**src/rtl/dmem_pkg.sv**
```systemverilog
// Shared types and widths for the data memory responder.
package dmem_pkg;

   localparam int unsigned DATA_W = 8;
   localparam int unsigned ADDR_W = 8;
   localparam int unsigned CNT_W  = 4;

   typedef enum logic [1:0] {
      IDLE = 2'd0,
      WAIT = 2'd1,
      ACK  = 2'd2
   } state_e;

   // One latched bus request
   typedef struct packed {
      logic              we;
      logic [ADDR_W-1:0] adr;
      logic [DATA_W-1:0] dat;
   } req_t;

endpackage

```
**src/rtl/dmem_array.sv**
```systemverilog
// Single-port byte storage: synchronous write, registered read port.
// Contents survive reset; only the read register is cleared.
module dmem_array
   import dmem_pkg::*;
#(
   parameter int unsigned DEPTH = 256,
   parameter int unsigned IDX_W = 8
) (
   input  logic              clk,
   input  logic              rst,
   input  logic              we_i,
   input  logic              re_i,
   input  logic [IDX_W-1:0]  idx_i,
   input  logic [DATA_W-1:0] wdata_i,
   output logic [DATA_W-1:0] rdata_o
);

   logic [DATA_W-1:0] mem_q [DEPTH];
   logic [DATA_W-1:0] rdata_q;

   always_ff @(posedge clk) begin
      if (we_i) begin
         mem_q[idx_i] <= wdata_i;
      end
   end

   // Read data holds until the next completed read
   always_ff @(posedge clk or negedge rst) begin
      if (!rst) begin
         rdata_q <= '0;
      end else if (re_i) begin
         rdata_q <= mem_q[idx_i];
      end
   end

   assign rdata_o = rdata_q;

endmodule

```
**src/rtl/data_mem_resp.sv**
```systemverilog
// Bus responder in front of a byte array: IDLE/WAIT/ACK handshake with wait states.
// Define DATA_MEM_RESP_ERR_EN to answer out-of-range addresses with err_o instead of wrapping.
module data_mem_resp
   import dmem_pkg::*;
#(
   parameter int unsigned DEPTH       = 256,
   parameter int unsigned WAIT_CYCLES = 1
) (
   input  logic              clk,
   input  logic              rst,
   input  logic              cyc_i,
   input  logic              stb_i,
   input  logic              we_i,
   input  logic [ADDR_W-1:0] adr_i,
   input  logic [DATA_W-1:0] dat_i,
   output logic [DATA_W-1:0] dat_o,
   output logic              ack_o,
   output logic              err_o
);

   localparam int unsigned      IDX_W     = (DEPTH > 1) ? $clog2(DEPTH) : 1;
   localparam logic [CNT_W-1:0] WAIT_LOAD = (WAIT_CYCLES == 0) ? CNT_W'(0)
                                                               : CNT_W'(WAIT_CYCLES - 1);

   state_e           state_q, state_d;
   logic [CNT_W-1:0] cnt_q, cnt_d;
   req_t             req_q, req_d;
   logic             ack_q, ack_d;
   logic             err_q, err_d;

   logic             req_c;
   logic             enter_ack_c;
   logic             oor_c;
   req_t             txn_c;
   logic             wr_en_c;
   logic             rd_en_c;

   assign req_c = cyc_i & stb_i;

   // With zero wait states the access completes on the latching edge, so use live inputs in IDLE
   assign txn_c = (state_q == IDLE) ? '{we: we_i, adr: adr_i, dat: dat_i} : req_q;

`ifdef DATA_MEM_RESP_ERR_EN
   localparam logic [ADDR_W:0] DEPTH_L = (ADDR_W+1)'(DEPTH);
   assign oor_c = ({1'b0, txn_c.adr} >= DEPTH_L);
`else
   assign oor_c = 1'b0;
`endif

   always_ff @(posedge clk or negedge rst) begin
      if (!rst) begin
         state_q <= IDLE;
         cnt_q   <= '0;
         req_q   <= '0;
         ack_q   <= 1'b0;
         err_q   <= 1'b0;
      end else begin
         state_q <= state_d;
         cnt_q   <= cnt_d;
         req_q   <= req_d;
         ack_q   <= ack_d;
         err_q   <= err_d;
      end
   end

   always_comb begin
      state_d     = state_q;
      cnt_d       = cnt_q;
      req_d       = req_q;
      enter_ack_c = 1'b0;
      ack_d       = 1'b0;
      err_d       = 1'b0;

      case (state_q)
         IDLE: begin
            if (req_c) begin
               req_d = txn_c;
               if (WAIT_CYCLES == 0) begin
                  state_d     = ACK;
                  enter_ack_c = 1'b1;
               end else begin
                  state_d = WAIT;
                  cnt_d   = WAIT_LOAD;
               end
            end
         end
         WAIT: begin
            // Dropping cyc_i abandons the access silently
            if (!cyc_i) begin
               state_d = IDLE;
               cnt_d   = '0;
            end else if (cnt_q == '0) begin
               state_d     = ACK;
               enter_ack_c = 1'b1;
            end else begin
               cnt_d = cnt_q - CNT_W'(1);
            end
         end
         ACK: begin
            state_d = IDLE;
         end
         default: begin
            state_d = IDLE;
            cnt_d   = '0;
         end
      endcase

      ack_d = enter_ack_c & ~oor_c;
      err_d = enter_ack_c & oor_c;
   end

   assign wr_en_c = enter_ack_c & ~oor_c & txn_c.we;
   assign rd_en_c = enter_ack_c & ~oor_c & ~txn_c.we;

   dmem_array #(
      .DEPTH (DEPTH),
      .IDX_W (IDX_W)
   ) u_array (
      .clk     (clk),
      .rst     (rst),
      .we_i    (wr_en_c),
      .re_i    (rd_en_c),
      .idx_i   (IDX_W'(txn_c.adr)),
      .wdata_i (txn_c.dat),
      .rdata_o (dat_o)
   );

   assign ack_o = ack_q;
   assign err_o = err_q;

endmodule

```
**config.mk**
```make
export PLATFORM = sky130hd
export DESIGN_NAME = data_mem_resp
export DESIGN_NICKNAME = d
export VERILOG_FILES = /design/src/rtl/dmem_pkg.sv /design/src/rtl/dmem_array.sv /design/src/rtl/data_mem_resp.sv
export SDC_FILE = /design/constraint.sdc
export NUM_CORES = 2
export LEC_CHECK = 0
export ABC_AREA = 1
export ABC_CLOCK_PERIOD_IN_PS = 25900
export CAP_MARGIN = 25
export CELL_PAD_IN_SITES_DETAIL_PLACEMENT = 0
export CELL_PAD_IN_SITES_GLOBAL_PLACEMENT = 1
export CORE_ASPECT_RATIO = 1.5
export CORE_MARGIN = 5
export CORE_UTILIZATION = 25
export CTS_CLUSTER_DIAMETER = 100
export CTS_CLUSTER_SIZE = 40
export DETAILED_ROUTE_END_ITERATION = 7
export GPL_ROUTABILITY_DRIVEN = 0
export PLACE_DENSITY = 0.55
export SYNTH_ARGS = -nofsm -noshare
export SYNTH_HDL_FRONTEND = slang
export SYNTH_HIERARCHICAL = 1
export SYNTH_SLANG_ARGS = --single-unit
```
**constraint.sdc**
```tcl
create_clock -name clk -period 25.9 [get_ports clk]
set_clock_uncertainty 0.2 [all_clocks]
set_input_delay 6.475 -clock clk [delete_from_list [all_inputs] [get_ports clk]]
set_output_delay 6.475 -clock clk [all_outputs]
set_load 0.1 [all_outputs]
```
# ---- Word-level counts from Yosys, hierarchy flattened
# Memory sizes are Yosys's and may differ from the RTL's. A register that Yosys moved wholly into a read port is not among the register bits.
# Cells that the tools add are included.
dict set report word_totals {
  reg_bits 24
  ram_bits 2048
  input_bits 21
  output_inout_bits 10
  word_cells 38
  memories 1
}
dict set report classes {
  n_addsub 1
  n_eq_ne 5
  muxes 14
  bitwise 5
  n_reduce_logical 6
}
# name depth word_bits rd rd_ports_with_merged_regs write_ports line
set mem_list {}
lappend mem_list {u_array.mem_q 256 8 1 1 1 dmem_array.sv:18} ;# logic [DATA_W-1:0] mem_q [DEPTH];
# op n
set ops {}
lappend ops {{two-way mux 17 bit} 1}
lappend ops {{two-way mux 4 bit} 3}
lappend ops {{one-hot mux 4 bit (3 select lines)} 1}
lappend ops {{two-way mux 2 bit} 3}
lappend ops {{!= test 3 bit (second input constant)} 2}
lappend ops {{two-way mux 1 bit} 5}
lappend ops {{zero test 4 bit} 1}
lappend ops {{one-hot mux 2 bit (2 select lines)} 1}
lappend ops {{AND reduction 2 bit} 2}
lappend ops {{subtractor 4 x 1 -> 4 bit (second input constant)} 1}
lappend ops {{AND 1 bit} 3}
lappend ops {{AND reduction 3 bit} 1}
lappend ops {{== test 2 x 1 -> 1 bit (second input constant)} 1}
lappend ops {{== test 2 bit (second input constant)} 1}
lappend ops {{zero test 2 bit} 1}
lappend ops {{!= test 2 bit (second input constant)} 1}
lappend ops {{NOT 1 bit} 2}
lappend ops {{zero test 1 bit} 1}

# ---- Longest topological paths before layout
dict set report depth {
  depth_word 7
  ltp_mapped 22
  depth_no_buf 18
}

# ---- Hierarchy
# Netlist, hierarchy kept.
# mod n_inst cells_each area_each_um2 seq_area_each_um2
set modules_own_cells {}
lappend modules_own_cells {dmem_array 1 7570 83776.6 61699.2}
lappend modules_own_cells {data_mem_resp 1 159 1236.2 600.6}

# ---- Worst setup path before layout
# No wires, ideal clock.
dict set report synth_path {
  path_type {input port to flip-flop}
  startpoint {input port dat_i[0]}
  endpoint {memory u_array.mem_q[0][0] (data pin)}
  setup_ns 2.199
  t_arrival_ns 11.277
  required_ns 23.501
  slack_ns 12.224
  stages 2
  n_path_buf 0
  path_cell_list {nand2_1 > o21ai_0}
}
# item line
set synth_rtl {}
lappend synth_rtl {{start: declaration} data_mem_resp.sv:15} ;# input logic [DATA_W-1:0] dat_i,
lappend synth_rtl {{end: declaration} dmem_array.sv:18}

==> results.cfg <==
[logic_synthesis]
ys_seq_elements = 2080
ys_types = 28
synthAdderAreaFrac = 0.000294
netlist_instances = 7729
synth_xor_xnor_area_share = 0
synthesis.area_um2 = 85000
synthMuxAreaShare = 0
synth_top_family_by_area = simple AND/OR/NAND/NOR gates
yosys.area_share.simple = 0.230
synth-compound-area-share = 0.0110
synth_nets = 7752
synth_warnings = 6
syn_area_per_cell_um2 = 11.0
synth-seq-area-share = 0.733

[sta]
final_hold_viol_count = 0
finalWorstSetupSlack_ns = 13.63
fmax_ghz = 0.0815
rsz0062_at_grt = no
tightest_slew_ns = 1.21
tns_ns = 0
slew_headroom = 0.196
post-route-period-util = 0.474
slew_viol_final = 0
period_needed_ns = 12.27
finalSetupViolCount = 0

[grt]
grt_pass1_vias = 54200
antenna_found_initial = 3
grt.total_usage = 0.151
grt_first_pass_wirelength_um = 393000
grt_max_degree = 169
grt_overflow = 0

[clock_tree]
cts_setup_buffers = 0
path_clk_slew_ns = 0.15
cts.sinks = 2080
cts-resized-gates = 0
root_buffer = clkbuf_16
cts_tree = done
cts_max_path_buffers = 3
insertion_delay_ns = 0.81
htree_levels = 2
cts_buffers = 58
postCtsHoldBufs = 0

[power_and_ir_drop]
p_leak_nw = 32.8
clkPwrFrac = 0.171
peakVddDrop_mv = 0.0659
p_per_area_nw_per_um2 = 90.5
power.internal_mw = 5.05
switchingPower_mw = 3.27
p_seq_frac = 0.488
swShare = 0.393
pwr-share-comb = 0.341

[final_layout]
fin_nets = 7535
fill_cells = 35500
layout-drive-gt1-share = 0.0296
instances_no_fill = 12000
syn2layout_area_growth_pct = 8.17

[route]
drt_iter0_markers = 4101
final_antenna_net_count = 0
drt-pass1-iter-count = 6
vias = 54200
wl_per_cell_um = 22.7
drt_wl_total_um = 273000
drc = 0
viasPerCell = 4.51

[min_path]
hold_path.class = register to register

[place]
placed_cells = 11900
dpl.hpwl_um = 158000
dp_slack_ns = 12.76
io_buffers = 29

[critical_path]
crit_type = input pin to register
cp_data_required_time_ns = 26.13
crit_arrival_ns = 12.50
end_kind = register
crit_path_start_kind = input pin
crit_fanout = 62

[floorplan]
die_w_um = 486
start_util = 0.251
dieArea_um2 = 352000
die_h_um = 724
core_region_area_um2 = 339000
rows = 262
io-pin-count = 31

[flow_run]
max_cap_violations = 0

[run_status]
outcome = finished clean
==> cell usage in the layout (no fill, tap or decap), drive strengths merged <==
cell and n:
and2 1, nand2 3810, dfrtp 32, nor3 3, o21ai 113, clkbuf 86
nand3 383, o22ai 1, clkinv 4, inv 66, nand4 155, edfxtp 2048
buf 118, clkdlybuf4s50 29, diode 3, conb 1, nor2 614, a21oi 71
ha 2, or2 1
==> synthesized netlist by cell type <==
cell type	number	area (µm²)
buf_6	6	67.6
buf_4	6	45.0
nand3_1	383	1920
conb_1	1	3.75
buf_2	218	1090
o21ai_1	62	310
nand2_2	1	6.26
inv_1	63	236
nor3_1	3	15.0
ha_1	2	25.0
nand4_1	155	970
nand2_1	3809	14300
edfxtp_1	2048	61500
nor2_2	3	18.8
buf_1	52	195
a21oi_1	71	355
and2_1	1	6.26
inv_4	1	6.26
o22ai_1	1	6.26
nor2_1	608	2280
inv_2	2	7.51
dfrtp_1	32	801
or2_2	1	6.26
o21ai_2	2	17.5
o21ai_0	49	245
clkinv_1	2	7.51
clkbuf_1	144	541
nor2_4	3	33.8
==> per-stage QoR <==
step                area, µm²  utilization  hold WS (ns)  power, mW
finish                  92000        0.271         0.284       8.32
floorplan               85000            -         0.244       5.94
detailed placement      90200        0.266         0.266       7.02
CTS                     91900        0.271         0.286       8.43
global placement        90200        0.266         0.268       7.02
global route            92000        0.271         0.297       8.73
==> final cells by class <==
| type | count | area, µm² | share of cell area |
|---|---|---|---|
| antenna | 3 | 7.51 | 0.0000816 |
| clock buffer | 84 | 1610 | 0.0175 |
| tap | 4488 | 5620 | 0.0611 |
| multi-input combinational | 5155 | 20700 | 0.225 |
| clock inverter | 2 | 46.3 | 0.000503 |
| timing repair buffer | 149 | 1410 | 0.0153 |
| sequential | 2080 | 62300 | 0.677 |
| inverter | 68 | 273 | 0.00297 |
==> worst max-delay path: stages <==
cell	delay, ns
clkdlybuf4s50_1	0.46
nand2_1	0.08
o21ai_4	0.09
buf_4	0.55
buf_4	0.65
inv_8	0.30
nor2_4	0.78
buf_4	0.68
buf_4	0.75
inv_1	0.21
nor2_1	0.20
nand2_1	0.07
buf_4	0.37
nor2_1	0.62
==> path summary, 6_finish.rpt <==
| path | from | to | slack (ns) | depth (start not counted) |
|---|---|---|---|---|
| min | cnt_q[0]$_DFFE_PN0P_ | cnt_q[0]$_DFFE_PN0P_ | 0.28 | 1 |
| max in group asynchronous | rst | u_array/rdata_o[6]$_DFFE_PN0P_ | 19.23 | 2 |
| min reg2reg | cnt_q[0]$_DFFE_PN0P_ | cnt_q[0]$_DFFE_PN0P_ | 0.28 | 1 |
| min in group asynchronous | rst | req_q[0]$_DFFE_PN0P_ | 5.90 | 2 |
| max | adr_i[0] | u_array/mem_q[121][0]$_DFFE_PP_ | 13.63 | 14 |
| max reg2reg | state_q[0]$_DFFE_PN0P_ | u_array/mem_q[121][0]$_DFFE_PP_ | 18.64 | 15 |
==> layer usage <==
layer | up-vias | global-route usage | routed length [µm]
li1 | 25300 | - | -
met1 | 27500 | 0.183 | 111000
met3 | 253 | 0.0107 | 8790
met4 | 0 | 0.0533 | 10700
met2 | 1142 | 0.280 | 143000
met5 | - | 0 | 0
==> power by group through the flow <==
stage	logic, mW	clock network (mW)	registers (mW)
finish	2.84	1.42	4.06
global route	3.09	1.58	4.07
CTS	2.89	1.48	4.06
detailed placement	2.88	0	4.14
global placement	2.88	0	4.14
floorplan	1.56	0	4.38
==> flip-flops by register name, indices dropped and copies added, names as in the netlist <==
register / flops
cnt_q: 4
u_array/rdata_o: 8
req_q: 17
state_q: 2
ack_o: 1
u_array/mem_q: 2048
==> kinds of logic after synthesis <==
kind of cell,Yosys count
AND/OR/NAND/NOR,4967
flip-flops,2080
buffers and inverters,494
AO/OA/AOI/OAI,185
adder cells (fa/ha/maj),2
other,1
Power figures use the tool's default switching activity.
